$ cat src/rtl/tp84_pll_speed_seq_if.sv
// Avalon-MM write-only management bus toward the PLL reconfiguration controller.
interface tp84_pll_speed_seq_if;
    logic        mgmt_write;
    logic [5:0]  mgmt_address;
    logic [31:0] mgmt_writedata;
    logic        mgmt_waitrequest;

    modport master (
        output mgmt_write,
        output mgmt_address,
        output mgmt_writedata,
        input  mgmt_waitrequest
    );

    modport slave (
        input  mgmt_write,
        input  mgmt_address,
        input  mgmt_writedata,
        output mgmt_waitrequest
    );
endinterface

$ cat src/rtl/tp84_pll_speed_seq.sv
// Switches the core PLL between native and underclocked rates by writing mode, fractional-K
// and start registers of the reconfig controller, then waits for relock and reports the speed.
module tp84_pll_speed_seq #(
    parameter logic [31:0] K_NATIVE     = 32'd3639383488,
    parameter logic [31:0] K_UNDER      = 32'd3262113561,
    parameter int          FILT_LEN     = 16,
    parameter int          UNLOCK_WAIT  = 1024,
    parameter int          LOCK_TIMEOUT = 1048576
) (
    input  logic                         clk_50m,
    input  logic                         reset,
    input  logic                         underclock_req,
    input  logic                         pll_locked,
    tp84_pll_speed_seq_if.master         mgmt,
    output logic                         busy,
    output logic                         underclock_act,
    output logic                         lock_err
);

    localparam int          FCW         = $clog2(FILT_LEN + 1);
    localparam logic [FCW-1:0] FILT_LAST = FCW'(FILT_LEN - 1);
    localparam logic [19:0] UNLOCK_LAST = 20'(UNLOCK_WAIT - 1);
    localparam logic [19:0] LOCK_LAST   = 20'(LOCK_TIMEOUT - 1);
    localparam logic [5:0]  ADDR_MODE   = 6'd0;
    localparam logic [5:0]  ADDR_FRAC   = 6'd7;
    localparam logic [5:0]  ADDR_START  = 6'd2;

    typedef enum logic [2:0] {
        S_IDLE,
        S_W_MODE,
        S_W_FRAC,
        S_W_START,
        S_WAIT_UNLOCK,
        S_WAIT_LOCK
    } state_t;

    logic           req_meta_q, req_s_q, lck_meta_q, lck_s_q;
    logic [FCW-1:0] filt_cnt_q;
    logic           req_f_q;

    state_t         state_q;
    logic           pend_q, tgt_q;
    logic [19:0]    tmr_q;
    logic           wr_q;
    logic [5:0]     addr_q;
    logic [31:0]    data_q;
    logic           busy_q, act_q, err_q;

    logic [19:0]    tmr_d;
    logic           start_d;
    logic [31:0]    frac_d;

    always_ff @(posedge clk_50m or negedge reset) begin
        if (!reset) begin
            req_meta_q <= 1'b0;
            req_s_q    <= 1'b0;
            lck_meta_q <= 1'b0;
            lck_s_q    <= 1'b0;
        end else begin
            req_meta_q <= underclock_req;
            req_s_q    <= req_meta_q;
            lck_meta_q <= pll_locked;
            lck_s_q    <= lck_meta_q;
        end
    end

    // req_f follows req_s only after FILT_LEN consecutive samples disagreeing with it
    always_ff @(posedge clk_50m or negedge reset) begin
        if (!reset) begin
            filt_cnt_q <= '0;
            req_f_q    <= 1'b0;
        end else if (req_s_q == req_f_q) begin
            filt_cnt_q <= '0;
        end else if (filt_cnt_q == FILT_LAST) begin
            req_f_q    <= req_s_q;
            filt_cnt_q <= '0;
        end else begin
            filt_cnt_q <= filt_cnt_q + 1'b1;
        end
    end

    assign tmr_d   = (tmr_q == 20'hFFFFF) ? tmr_q : tmr_q + 20'd1;
    assign start_d = pend_q || (req_f_q != act_q);
    assign frac_d  = tgt_q ? K_UNDER : K_NATIVE;

    always_ff @(posedge clk_50m or negedge reset) begin
        if (!reset) begin
            state_q <= S_IDLE;
            pend_q  <= 1'b1;
            tgt_q   <= 1'b0;
            tmr_q   <= '0;
            wr_q    <= 1'b0;
            addr_q  <= '0;
            data_q  <= '0;
            busy_q  <= 1'b0;
            act_q   <= 1'b0;
            err_q   <= 1'b0;
        end else begin
            tmr_q <= tmr_d;
            case (state_q)
                S_IDLE: begin
                    if (start_d) begin
                        tgt_q   <= req_f_q;
                        pend_q  <= 1'b0;
                        busy_q  <= 1'b1;
                        wr_q    <= 1'b1;
                        addr_q  <= ADDR_MODE;
                        data_q  <= '0;
                        tmr_q   <= '0;
                        state_q <= S_W_MODE;
                    end
                end
                S_W_MODE: begin
                    if (!mgmt.mgmt_waitrequest) begin
                        addr_q  <= ADDR_FRAC;
                        data_q  <= frac_d;
                        tmr_q   <= '0;
                        state_q <= S_W_FRAC;
                    end
                end
                S_W_FRAC: begin
                    if (!mgmt.mgmt_waitrequest) begin
                        addr_q  <= ADDR_START;
                        data_q  <= '0;
                        tmr_q   <= '0;
                        state_q <= S_W_START;
                    end
                end
                S_W_START: begin
                    if (!mgmt.mgmt_waitrequest) begin
                        wr_q    <= 1'b0;
                        addr_q  <= '0;
                        tmr_q   <= '0;
                        state_q <= S_WAIT_UNLOCK;
                    end
                end
                // A PLL that never visibly drops lock still gets a bounded wait here
                S_WAIT_UNLOCK: begin
                    if (!lck_s_q || tmr_q == UNLOCK_LAST) begin
                        tmr_q   <= '0;
                        state_q <= S_WAIT_LOCK;
                    end
                end
                S_WAIT_LOCK: begin
                    if (lck_s_q) begin
                        act_q   <= tgt_q;
                        err_q   <= 1'b0;
                        busy_q  <= 1'b0;
                        tmr_q   <= '0;
                        state_q <= S_IDLE;
                    end else if (tmr_q == LOCK_LAST) begin
                        act_q   <= tgt_q;
                        err_q   <= 1'b1;
                        busy_q  <= 1'b0;
                        tmr_q   <= '0;
                        state_q <= S_IDLE;
                    end
                end
                default: begin
                    wr_q    <= 1'b0;
                    busy_q  <= 1'b0;
                    tmr_q   <= '0;
                    state_q <= S_IDLE;
                end
            endcase
        end
    end

    assign mgmt.mgmt_write     = wr_q;
    assign mgmt.mgmt_address   = addr_q;
    assign mgmt.mgmt_writedata = data_q;
    assign busy                = busy_q;
    assign underclock_act      = act_q;
    assign lock_err            = err_q;

endmodule
$ cat src/flat_wrapper.sv
// flat-port wrapper written by rule: the top's interface ports become plain ports
module tp84_pll_speed_seq_flat 
#(
    parameter logic [31:0] K_NATIVE     = 32'd3639383488,
    parameter logic [31:0] K_UNDER      = 32'd3262113561,
    parameter int          FILT_LEN     = 16,
    parameter int          UNLOCK_WAIT  = 1024,
    parameter int          LOCK_TIMEOUT = 1048576
)
  (clk_50m, reset, underclock_req, pll_locked, busy, underclock_act, lock_err, mgmt_mgmt_write, mgmt_mgmt_address, mgmt_mgmt_writedata, mgmt_mgmt_waitrequest);
  tp84_pll_speed_seq_if mgmt_i ();
  input  logic clk_50m;
  input  logic reset;
  input  logic underclock_req;
  input  logic pll_locked;
  output logic busy;
  output logic underclock_act;
  output logic lock_err;
  output wire logic [$bits(mgmt_i.mgmt_write)-1:0] mgmt_mgmt_write;
  output wire logic [$bits(mgmt_i.mgmt_address)-1:0] mgmt_mgmt_address;
  output wire logic [$bits(mgmt_i.mgmt_writedata)-1:0] mgmt_mgmt_writedata;
  input wire logic [$bits(mgmt_i.mgmt_waitrequest)-1:0] mgmt_mgmt_waitrequest;
  assign mgmt_mgmt_write = mgmt_i.mgmt_write;
  assign mgmt_mgmt_address = mgmt_i.mgmt_address;
  assign mgmt_mgmt_writedata = mgmt_i.mgmt_writedata;
  assign mgmt_i.mgmt_waitrequest = mgmt_mgmt_waitrequest;
  tp84_pll_speed_seq #(.K_NATIVE(K_NATIVE), .K_UNDER(K_UNDER), .FILT_LEN(FILT_LEN), .UNLOCK_WAIT(UNLOCK_WAIT), .LOCK_TIMEOUT(LOCK_TIMEOUT)) u_core (.clk_50m(clk_50m), .reset(reset), .underclock_req(underclock_req), .pll_locked(pll_locked), .mgmt(mgmt_i), .busy(busy), .underclock_act(underclock_act), .lock_err(lock_err));
endmodule
$ cat config.mk
export PLATFORM = sky130hd
export DESIGN_NAME = tp84_pll_speed_seq_flat
export DESIGN_NICKNAME = d
export VERILOG_FILES = /design/src/rtl/tp84_pll_speed_seq_if.sv /design/src/rtl/tp84_pll_speed_seq.sv /design/src/flat_wrapper.sv
export SDC_FILE = /design/constraint.sdc
export NUM_CORES = 1
export LEC_CHECK = 0
export CAP_MARGIN = 20
export CORE_MARGIN = 8
export CORE_UTILIZATION = 54
export CTS_BUF_LIST = sky130_fd_sc_hd__clkbuf_8
export CTS_CLUSTER_DIAMETER = 60
export DETAILED_ROUTE_END_ITERATION = 8
export MAX_ROUTING_LAYER = met4
export PLACE_DENSITY = 0.85
export SKIP_LAST_GASP = 1
export SYNTH_ARGS = -nofsm -noshare
export SYNTH_HDL_FRONTEND = slang
export SYNTH_SLANG_ARGS = --single-unit
$ cat constraint.sdc
create_clock -name clk_50m -period 2.5 [get_ports clk_50m]
set_input_delay 0.5 -clock clk_50m [delete_from_list [all_inputs] [get_ports clk_50m]]
set_output_delay 0.5 -clock clk_50m [all_outputs]
set_load 0.01 [all_outputs]
==> impl_metrics.env, run 1 <==
export IMPL_synth_ff_type="sky130_fd_sc_hd__dfrtp_1"
export IMPL_starting_density_of_the_core=0.5598
export IMPL_cts_buffers=5
export IMPL_final_period_utilization=0.8488
export IMPL_detailedRoute_firstPassIterationCount=5
export IMPL_r2r_setup_slack_ns=0.38
export IMPL_synthArstFlopShare=1.000
export IMPL_max_cap_violation_count=0
export IMPL_clock_tree_from_tritoncts="done"
export IMPL_power_density_cell_area_nw_per_um2=909.8
export IMPL_num_antenna_cells=0
export IMPL_port_buffers=35
export IMPL_drive_above_1_share=0.1015
export IMPL_dp_cells=310
export IMPL_timing_hold_violations_final=0
export IMPL_crit_type="reg -> reg"
export IMPL_ir_drop_v=0.0005820
export IMPL_die_ar_um2=6920
export IMPL_synth_area_per_cell_um2=9.672
export IMPL_drt_first_iter_violations=177
export IMPL_final_antenna_net_count=0
export IMPL_fin_nets=273
export IMPL_cts_root_buffer="sky130_fd_sc_hd__clkbuf_8"
export IMPL_chipWidth_um=83.19
export IMPL_antenna_found_initial=0
export IMPL_power_static_leakage_nw=1.136
export IMPL_timing_rr_start="u_core.tmr_q[2]"
export IMPL_fin_util=0.6230
export IMPL_area_growth_synth_to_final_pct=11.29
export IMPL_fillerInstances=366
export IMPL_min_path_type="in -> async"
export IMPL_syn_inst=252
export IMPL_grt_first_pass_wirelength_um=8438
export IMPL_postPlaceCellArea_um2=2597
export IMPL_critPathCapture="u_core.tmr_q[19]"
export IMPL_worstSetupPathDepth=5
export IMPL_ys_seq_area_frac=0.4523
export IMPL_clock_slew_at_reported_path_ffs_ns=0.09
export IMPL_drt_drc_violations_left=0
export IMPL_worstSetupEndpointType="flip-flop"
export IMPL_post_dp_hpwl_um=3412
export IMPL_mappedNetlistArea_um2=2437
export IMPL_first_global_vias=1784
export IMPL_number_of_buffer_and_inverter_stages_on_the_critical_path=0
export IMPL_accumulated_negative_setup_slack_ns=0
export IMPL_worst_reg_to_reg_cells=5
export IMPL_gr_total_overflow=0
export IMPL_place_gp_congestion=0.9360
export IMPL_p_total_mw=2.468
export IMPL_tightest_slew_ns=0.4977
export IMPL_cts_repair_resized=0
export IMPL_htreeDepth=2
export IMPL_coreArea_um2=4354
export IMPL_required_ns=2.67
export IMPL_worstSetupStartpointType="flip-flop"
export IMPL_final_period_minus_worst_setup_slack_ns=2.122
export IMPL_route_final_wire_length_um=4724
export IMPL_timing_max_slew_rel_slack=0.6651
export IMPL_via_per_inst=5.607
export IMPL_status="completed"
export IMPL_postCtsHoldBufs=0
export IMPL_worstPathMaxFanout=19
export IMPL_sinks_on_clock_net=44
export IMPL_edff_count_synth=0
export IMPL_critical_path_slowest_cell="sky130_fd_sc_hd__o221a_2"
export IMPL_via_count=1783
export IMPL_slew_viol_final=0
export IMPL_cts_root_to_sink_buffers=2
export IMPL_routed_wire_per_std_cell_um=14.86
export IMPL_critical_path_max_stage_delay_ns=0.52
export IMPL_final_setup_viol_count=0
export IMPL_setup_slack_ns=0.3779
export IMPL_track_usage=0.1455
export IMPL_core_rowCount=24
export IMPL_fin_worst_skew_ns=0.005270
export IMPL_maximum_number_of_pins_on_one_net_before_global_route_repair=20
export IMPL_yosys_cell_types_count=52
export IMPL_ys_warn_count=0
export IMPL_io_pins=47
export IMPL_layoutNonFillerInstCount=318
export IMPL_cp_top_family="compound AO/OA/AOI/OAI gates"
export IMPL_fmax_mhz=471.2
export IMPL_clk_latency_ns=0.30
export IMPL_chipHeight_um=83.19
export IMPL_place_ws_ns=0.4219
export IMPL_rsz_0062_raised_after_global_routing="false"
export IMPL_hold_worst_slack_ns=0.07125
export IMPL_timing_critical_path_from="u_core.tmr_q[2]"
export IMPL_crit_path_cell_trace="and4_1 -> nand3_4 -> o21ai_0 -> o221a_2 -> nor3_1"
export IMPL_synth_seq_cells=44
export IMPL_crit_reg2reg_capture="u_core.tmr_q[19]"
export IMPL_arrival_time_at_the_worst_endpoint_ns=2.29
export IMPL_cts_setup_buffers=0
export IMPL_design_area_um2=2713
==> cell type report <==
class / count / area [um^2] / area share
repair buffers: 38 / 367.9 / 0.1356
well taps: 52 / 65.06 / 0.02399
multi-input cells: 167 / 1028 / 0.3792
clock buffers: 5 / 68.82 / 0.02537
inverters: 9 / 33.78 / 0.01245
clock inverters: 3 / 46.29 / 0.01707
flip-flops and latches: 44 / 1102 / 0.4064
==> worst register-to-register path: cells and delay by family, from the launching register on <==
kind / cells / cell delay [ns]
AO/OA/AOI/OAI: 2 / 0.88
flip-flops: 1 / 0.42
AND/OR/NAND/NOR: 3 / 0.69
==> flip-flops by register name, summed over array words and instances, names as in the netlist <==
register and flops:
u_core.busy 1, u_core.filt_cnt_q 5, u_core.lck_meta_q 1, u_core.lck_s_q 1, u_core.lock_err 1, u_core.mgmt.mgmt_address 2, u_core.mgmt.mgmt_write 1, u_core.mgmt.mgmt_writedata 3
u_core.pend_q 1, u_core.req_f_q 1, u_core.req_meta_q 1, u_core.req_s_q 1, u_core.state_q 3, u_core.tgt_q 1, u_core.tmr_q 20, u_core.underclock_act 1
==> layout by cell type (no fill, tap or decap), drive strengths merged, types with 4 or more instances in the layout <==
| master | n |
|---|---|
| buf | 4 |
| nand2 | 11 |
| inv | 10 |
| xnor2 | 13 |
| dfrtp | 43 |
| o21ai | 12 |
| a21oi | 16 |
| xor2 | 5 |
| nor2 | 25 |
| nand4 | 5 |
| clkdlybuf4s50 | 34 |
| clkbuf | 5 |
| conb | 11 |
| nand3 | 14 |
| nor3 | 8 |
| a211oi | 6 |
==> worst min path at each step <==
stage / start / endpoint / slack, ns / cells past startpoint
floorplan: reset / u_core.busy / 0.20 / 0
global placement: u_core.req_meta_q / u_core.req_s_q / 0.33 / 0
detailed placement: u_core.req_meta_q / u_core.req_s_q / 0.33 / 0
CTS: reset / u_core.filt_cnt_q[0] / 0.07 / 1
global route: reset / u_core.filt_cnt_q[0] / 0.07 / 1
finish: reset / u_core.tgt_q / 0.07 / 1
==> where the power goes <==
part / switching (mW) / internal (mW) / leakage, nW
Sequential: 0.178 / 0.817 / 0.575
Clock: 0.252 / 0.301 / 0.0548
Combinational: 0.454 / 0.466 / 0.506
==> kinds of logic after synthesis <==
family / Yosys count / share of synthesized area
and+or+nand+nor: 85 / 0.1884
buffers and inverters: 51 / 0.1412
AOI/OAI and AO/OA: 47 / 0.1232
DFF: 44 / 0.4523
xor gates and xnor gates: 18 / 0.06468
adders and majority gates: 3 / 0.01540
muxes: 3 / 0.01335
other: 1 / 0.001539
==> cell usage after synthesis, types with 5 or more instances <==
library cell               instances  share of area
sky130_fd_sc_hd__inv_1             9          0.014
sky130_fd_sc_hd__nor2_1           24          0.037
sky130_fd_sc_hd__a21oi_1          16          0.033
sky130_fd_sc_hd__dfrtp_1          43           0.44
sky130_fd_sc_hd__a211oi_1          6          0.018
sky130_fd_sc_hd__nand3_1          13          0.027
sky130_fd_sc_hd__xor2_1            5          0.018
sky130_fd_sc_hd__nor3_1            8          0.016
sky130_fd_sc_hd__nand2_1          11          0.017
sky130_fd_sc_hd__o21ai_0          10          0.021
sky130_fd_sc_hd__xnor2_1          13          0.047
sky130_fd_sc_hd__buf_4            33           0.10
sky130_fd_sc_hd__clkbuf_1          5         0.0077
==> per-layer routing <==
metal	GRT usage	wire (um)	part of all wire
met1	0.1751	2069	0.44
met4	0.06230	59	0.012
met5	-	0	0
met2	0.2185	2230	0.47
met3	0.04688	365	0.077
Power figures use the tool's default switching activity.
==> run 2: changes to the inputs <==
- CORE_UTILIZATION: 54 -> 48
- PLACE_DENSITY: 0.85 -> 0.8
- clock period: 2.5 -> 1.7 ns (I/O delays scaled with it)
==> run 2 against run 1 <==
  * The run now ends with setup timing left
  * Utilization rose by 2.1 points
  * First-iteration DRC count increased by 11%
  * Critical endpoint is now u_core.tmr_q[9]
  * Highest routed layer unchanged
  * Count of clock-buffer cells in the layout unchanged
==> impl_metrics.env, run 2 (synthesized netlist as in run 1, its figures left out) <==
export IMPL_starting_density_of_the_core=0.4865
export IMPL_chipHeight_um=87.26
export IMPL_final_period_minus_worst_setup_slack_ns=1.802
export IMPL_track_usage=0.1451
export IMPL_largest_register_ffs=20
export IMPL_gr_total_overflow=0
export IMPL_place_gp_congestion=0.8102
export IMPL_required_ns=1.88
export IMPL_critPathCapture="u_core.tmr_q[9]"
export IMPL_slew_viol_final=0
export IMPL_num_antenna_cells=0
export IMPL_htreeDepth=2
export IMPL_timing_hold_violations_final=0
export IMPL_rsz_0062_raised_after_global_routing="true"
export IMPL_io_pins=47
export IMPL_clk_latency_ns=0.30
export IMPL_maximum_number_of_pins_on_one_net_before_global_route_repair=21
export IMPL_worstPathMaxFanout=9
export IMPL_clock_slew_at_reported_path_ffs_ns=0.08
export IMPL_fmax_mhz=554.9
export IMPL_violations_in_the_final_reports="setup timing"
export IMPL_fin_util=0.6441
export IMPL_crit_type="reg -> reg"
export IMPL_final_setup_viol_count=21
export IMPL_chipWidth_um=87.26
export IMPL_layout_commonest_cell="sky130_fd_sc_hd__buf_4"
export IMPL_r2r_setup_slack_ns=-0.10
export IMPL_top_register="u_core.tmr_q"
export IMPL_sequentialPowerShare=0.323
export IMPL_max_cap_violation_count=0
export IMPL_worst_reg_to_reg_cells=6
export IMPL_cts_root_buffer="sky130_fd_sc_hd__clkbuf_8"
export IMPL_internal_power_mw=2.690
export IMPL_via_count=2035
export IMPL_min_path_type="reg -> reg"
export IMPL_fillerInstances=395
export IMPL_coreArea_um2=5010
export IMPL_worstSetupStartpointType="flip-flop"
export IMPL_core_rowCount=26
export IMPL_drive_above_1_share=0.2866
export IMPL_post_dp_hpwl_um=3964
export IMPL_arrival_time_at_the_worst_endpoint_ns=1.98
export IMPL_detailedRoute_firstPassIterationCount=4
export IMPL_die_ar_um2=7614
export IMPL_status="finished, violations left"
export IMPL_power_density_cell_area_nw_per_um2=1282
export IMPL_final_period_utilization=1.060
export IMPL_area_growth_synth_to_final_pct=32.39
export IMPL_setup_slack_ns=-0.1022
export IMPL_timing_rr_start="u_core.tmr_q[15]"
export IMPL_fin_nets=321
export IMPL_design_area_um2=3227
export IMPL_biggestRegsByFlops="u_core.tmr_q: 20 flops, u_core.filt_cnt_q: 5 flops"
export IMPL_routed_wire_per_std_cell_um=15.38
export IMPL_timing_critical_path_from="u_core.tmr_q[15]"
export IMPL_drt_first_iter_violations=197
export IMPL_power_switching_mw=1.446
export IMPL_final_antenna_net_count=0
export IMPL_share_clk_of_total_power=0.195
export IMPL_antenna_found_initial=0
export IMPL_power_switching_fraction=0.3497
export IMPL_drt_drc_violations_left=0
export IMPL_route_final_wire_length_um=5904
export IMPL_clock_tree_from_tritoncts="done"
export IMPL_ir_drop_v=0.0006644
export IMPL_worstSetupEndpointType="flip-flop"
export IMPL_via_per_inst=5.299
export IMPL_cts_buffers=5
export IMPL_layout_common_cells="sky130_fd_sc_hd__buf_4, sky130_fd_sc_hd__dfrtp_1, sky130_fd_sc_hd__clkdlybuf4s50_1, sky130_fd_sc_hd__nor2_1, sky130_fd_sc_hd__a21oi_1"
export IMPL_postPlaceCellArea_um2=2953
export IMPL_share_comb_of_total_power=0.482
export IMPL_grt_first_pass_wirelength_um=8514
export IMPL_crit_reg2reg_capture="u_core.tmr_q[9]"
export IMPL_fin_worst_skew_ns=0.003063
export IMPL_cts_root_to_sink_buffers=2
export IMPL_power_static_leakage_nw=1.408
export IMPL_sinks_on_clock_net=44
export IMPL_port_buffers=35
export IMPL_first_global_vias=1863
## run 2: cell types whose count changed in the layout (fill, tap and decap cells not counted), sizes merged
cell         before  now
buf               4   50
clkinv            0    2
clkbuf            5    6
clkinvlp          1    0
dlygate4sd3       0    1
inv              10    9
## run 2: power by group through the flow
stage          logic (mW)  registers, mW  clock network, mW
3_3_place_gp         1.71           1.34                  0
6_report             1.99           1.34              0.807
4_1_cts              1.80           1.34              0.822
3_5_place_dp         1.75           1.35                  0
2_1_floorplan        1.15           1.40                  0
5_1_grt              2.14           1.36              0.865
## run 2: per-layer routing
metal / wire length, um / track usage
met5: 0 / -
met1: 2246 / 0.1555
met3: 401 / 0.01887
met4: 173 / 0.05625
met2: 3083 / 0.2638
## run 2: area by class of cell
class,instances,area (um^2),area share
clock buffer,5,68.82,0.02133
clock inverter,3,47.55,0.01473
inverter,9,33.78,0.01047
multi-input combinational,167,1106,0.3428
sequential,44,1106,0.3428
tap,70,87.58,0.02714
timing repair buffer,86,777.0,0.2408
## run 2: worst min-delay path by stage
stage	start	endpoint	slack, ns	cells past startpoint
2_1_floorplan	reset	u_core.busy	0.04	0
3_3_place_gp	reset	u_core.mgmt.mgmt_writedata[30]	0.24	1
3_5_place_dp	reset	u_core.mgmt.mgmt_address[0]	0.24	1
4_1_cts	u_core.req_meta_q	u_core.req_s_q	0.37	0
5_1_grt	u_core.req_meta_q	u_core.req_s_q	0.37	0
6_report	u_core.req_meta_q	u_core.req_s_q	0.36	0
## run 2: metrics by stage
stage	setup TNS (ns)	std cells	worst slack (ns)	hold slack [ns]	total power, mW
floorplan	-0.5983	262	-0.05822	0.04441	2.549
global placement	-0.09159	368	-0.03264	0.2416	3.044
detailed placement	-0.9386	368	-0.06738	0.2439	3.103
CTS	-0.7481	379	-0.05000	0.3654	3.956
global route	-4.805	384	-0.2288	0.3681	4.367
finish	-1.689	384	-0.1022	0.3599	4.136
## run 2: critical path, stage by stage (launching register included)
cell and delay (ns):
sky130_fd_sc_hd__dfrtp_1 0.42, sky130_fd_sc_hd__nand3_2 0.11, sky130_fd_sc_hd__or4_4 0.55, sky130_fd_sc_hd__o21ai_4 0.17
sky130_fd_sc_hd__o221a_4 0.24, sky130_fd_sc_hd__clkbuf_16 0.16, sky130_fd_sc_hd__a21oi_1 0.04
## run 2: repair_timing
item / 4_1_cts / 5_1_grt
pin swaps: 1 / 1
setup buffers: 2 / 4
setup endpoints to repair: 38 / 41
hold endpoints to repair: 10 / 0
hold buffers: 1 / 0
cloned: 0 / 1
gates resized for setup: 6 / 15
==> run 3: changes to the inputs <==
- CELL_PAD_IN_SITES_DETAIL_PLACEMENT: not set -> 1
- CELL_PAD_IN_SITES_GLOBAL_PLACEMENT: not set -> 2
- CORE_UTILIZATION: 48 -> 36
- PLACE_DENSITY: 0.8 -> 0.9
- clock period: 1.7 -> 2.3 ns (I/O delays scaled with it)
==> run 3 against run 2 <==
  * The run now ends clean
  * Via count fell by 10%
  * Critical path depth fell by 1
  * Clock skew rose by 0.0073 ns
  * Flip-flop and latch count did not move
  * Final cell count fell by 8.9%
==> impl_metrics.env, run 3 (synthesized netlist as in run 1, its figures left out) <==
export IMPL_status="completed"
export IMPL_layout_commonest_cell="sky130_fd_sc_hd__dfrtp_1"
export IMPL_sinks_on_clock_net=44
export IMPL_clock_slew_at_reported_path_ffs_ns=0.09
export IMPL_largest_register_ffs=20
export IMPL_route_top_layer_used="met4"
export IMPL_timing_rr_start="u_core.tmr_q[0]"
export IMPL_accumulated_negative_setup_slack_ns=0
export IMPL_maximum_number_of_pins_on_one_net_before_global_route_repair=45
export IMPL_post_dp_hpwl_um=3825
export IMPL_max_cap_violation_count=0
export IMPL_dr_wl_met2_um=2636
export IMPL_htreeDepth=2
export IMPL_worstSetupEndpointType="flip-flop"
export IMPL_track_usage=0.1272
export IMPL_power_density_cell_area_nw_per_um2=996.2
export IMPL_routed_wire_per_std_cell_um=15.61
export IMPL_port_buffers=35
export IMPL_worst_reg_to_reg_cells=5
export IMPL_crit_path_cell_trace="ha_1 -> nand3_4 -> o21ai_0 -> o221a_2 -> a21oi_1"
export IMPL_postCtsHoldBufs=0
export IMPL_grt_first_pass_wirelength_um=9894
export IMPL_drt_first_iter_violations=111
export IMPL_wl_met3_um=261
export IMPL_clk_latency_ns=0.30
export IMPL_ir_drop_v=0.0003676
export IMPL_final_period_minus_worst_setup_slack_ns=2.142
export IMPL_crit_reg2reg_capture="u_core.tmr_q[10]"
export IMPL_required_ns=2.47
export IMPL_slew_viol_final=0
export IMPL_antenna_found_initial=0
export IMPL_place_gp_congestion=0.7752
export IMPL_starting_density_of_the_core=0.3648
export IMPL_final_setup_viol_count=0
export IMPL_die_ar_um2=9659
export IMPL_rsz_0062_raised_after_global_routing="false"
export IMPL_num_antenna_cells=0
export IMPL_min_path_type="in -> async"
export IMPL_cts_buffers=5
export IMPL_fin_nets=277
export IMPL_crit_type="reg -> reg"
export IMPL_setup_slack_ns=0.1584
export IMPL_number_of_buffer_and_inverter_stages_on_the_critical_path=0
export IMPL_critical_path_slowest_cell="sky130_fd_sc_hd__o221a_2"
export IMPL_coreArea_um2=6681
export IMPL_cp_top_family="compound AO/OA/AOI/OAI gates"
export IMPL_place_ws_ns=0.2159
export IMPL_clock_tree_from_tritoncts="done"
export IMPL_worstPathMaxFanout=19
export IMPL_worstSetupStartpointType="flip-flop"
export IMPL_critical_path_max_stage_delay_ns=0.55
export IMPL_gr_total_overflow=0
export IMPL_io_pins=47
export IMPL_tightest_slew_ns=0.5797
export IMPL_core_rowCount=30
export IMPL_chipHeight_um=98.28
export IMPL_layout_common_cells="sky130_fd_sc_hd__dfrtp_1, sky130_fd_sc_hd__clkdlybuf4s50_1, sky130_fd_sc_hd__nor2_1, sky130_fd_sc_hd__a21oi_1"
export IMPL_first_global_vias=2017
export IMPL_fin_worst_skew_ns=0.01039
export IMPL_detailedRoute_firstPassIterationCount=4
export IMPL_chipWidth_um=98.28
export IMPL_drt_drc_violations_left=0
export IMPL_via_count=1822
export IMPL_cts_root_buffer="sky130_fd_sc_hd__clkbuf_8"
export IMPL_cts_setup_buffers=0
export IMPL_top_register="u_core.tmr_q"
export IMPL_fmax_mhz=466.9
export IMPL_final_period_utilization=0.9311
export IMPL_cts_root_to_sink_buffers=2
export IMPL_r2r_setup_slack_ns=0.16
export IMPL_drive_above_1_share=0.1148
export IMPL_via_per_inst=5.206
export IMPL_power_static_leakage_nw=1.162
export IMPL_route_final_wire_length_um=5465
export IMPL_cts_repair_resized=0
export IMPL_timing_max_slew_rel_slack=0.6135
export IMPL_final_antenna_net_count=0
export IMPL_area_growth_synth_to_final_pct=14.22
export IMPL_timing_hold_violations_final=0
export IMPL_arrival_time_at_the_worst_endpoint_ns=2.31
export IMPL_routedLengthMet1_um=2479
export IMPL_biggestRegsByFlops="u_core.tmr_q: 20 flops, u_core.filt_cnt_q: 5 flops"
-- run 3: cell count changes in the layout (fill, tap and decap cells not counted), sizes merged --
cell         delta
buf            -42
clkinv          -1
dlygate4sd3     -1
-- run 3: layout make-up --
cell class | count | area [um^2]
timing repair buffer | 42 | 397.9
sequential | 44 | 1102
clock buffer | 6 | 82.58
fill | 775 | 3897
inverter | 9 | 33.78
clock inverter | 2 | 38.79
tap | 80 | 100.1
multi-input combinational | 167 | 1028
-- run 3: worst register-to-register path, cell delays in order (launching register included) --
cell	delay, ns
sky130_fd_sc_hd__dfrtp_1	0.48
sky130_fd_sc_hd__ha_1	0.42
sky130_fd_sc_hd__nand3_4	0.10
sky130_fd_sc_hd__o21ai_0	0.34
sky130_fd_sc_hd__o221a_2	0.55
sky130_fd_sc_hd__a21oi_1	0.11
-- run 3: worst max-delay path by stage --
stage,startpoint,to,slack (ns),depth (start not counted)
after CTS,u_core.tmr_q[10],u_core.tmr_q[10],0.20,5
after detailed placement,u_core.tmr_q[0],u_core.tmr_q[19],0.22,5
final,u_core.tmr_q[0],u_core.tmr_q[10],0.16,5
after global placement,u_core.tmr_q[0],u_core.tmr_q[19],0.23,5
after floorplan,u_core.tmr_q[10],u_core.tmr_q[13],0.49,7
after global routing,u_core.tmr_q[10],u_core.tmr_q[10],0.03,5
-- run 3: per-stage QoR --
step	area [um^2]	cells	power [mW]	hold slack, ns	util
6_report	2784	350	2.773	0.2199	0.4167
5_1_grt	2784	350	2.978	0.2777	0.4167
4_1_cts	2784	350	2.811	0.2536	0.4167
3_5_place_dp	2663	342	2.163	0.3402	0.3985
3_3_place_gp	2663	342	2.127	0.3327	0.3985
2_1_floorplan	2475	262	1.882	0.1644	-
-- run 3: routing by layer --
metal | track usage | vias to the layer above
met4 | 0.04959 | 0
met3 | 0.03556 | 5
met2 | 0.2072 | 42
met1 | 0.1449 | 913
li1 | - | 862
met5 | - | -
-- run 3: power by group --
part           switching [mW]  internal (mW)
combinational           0.547          0.528
clock                   0.278          0.355
sequential              0.176          0.889
total                    1.00           1.77
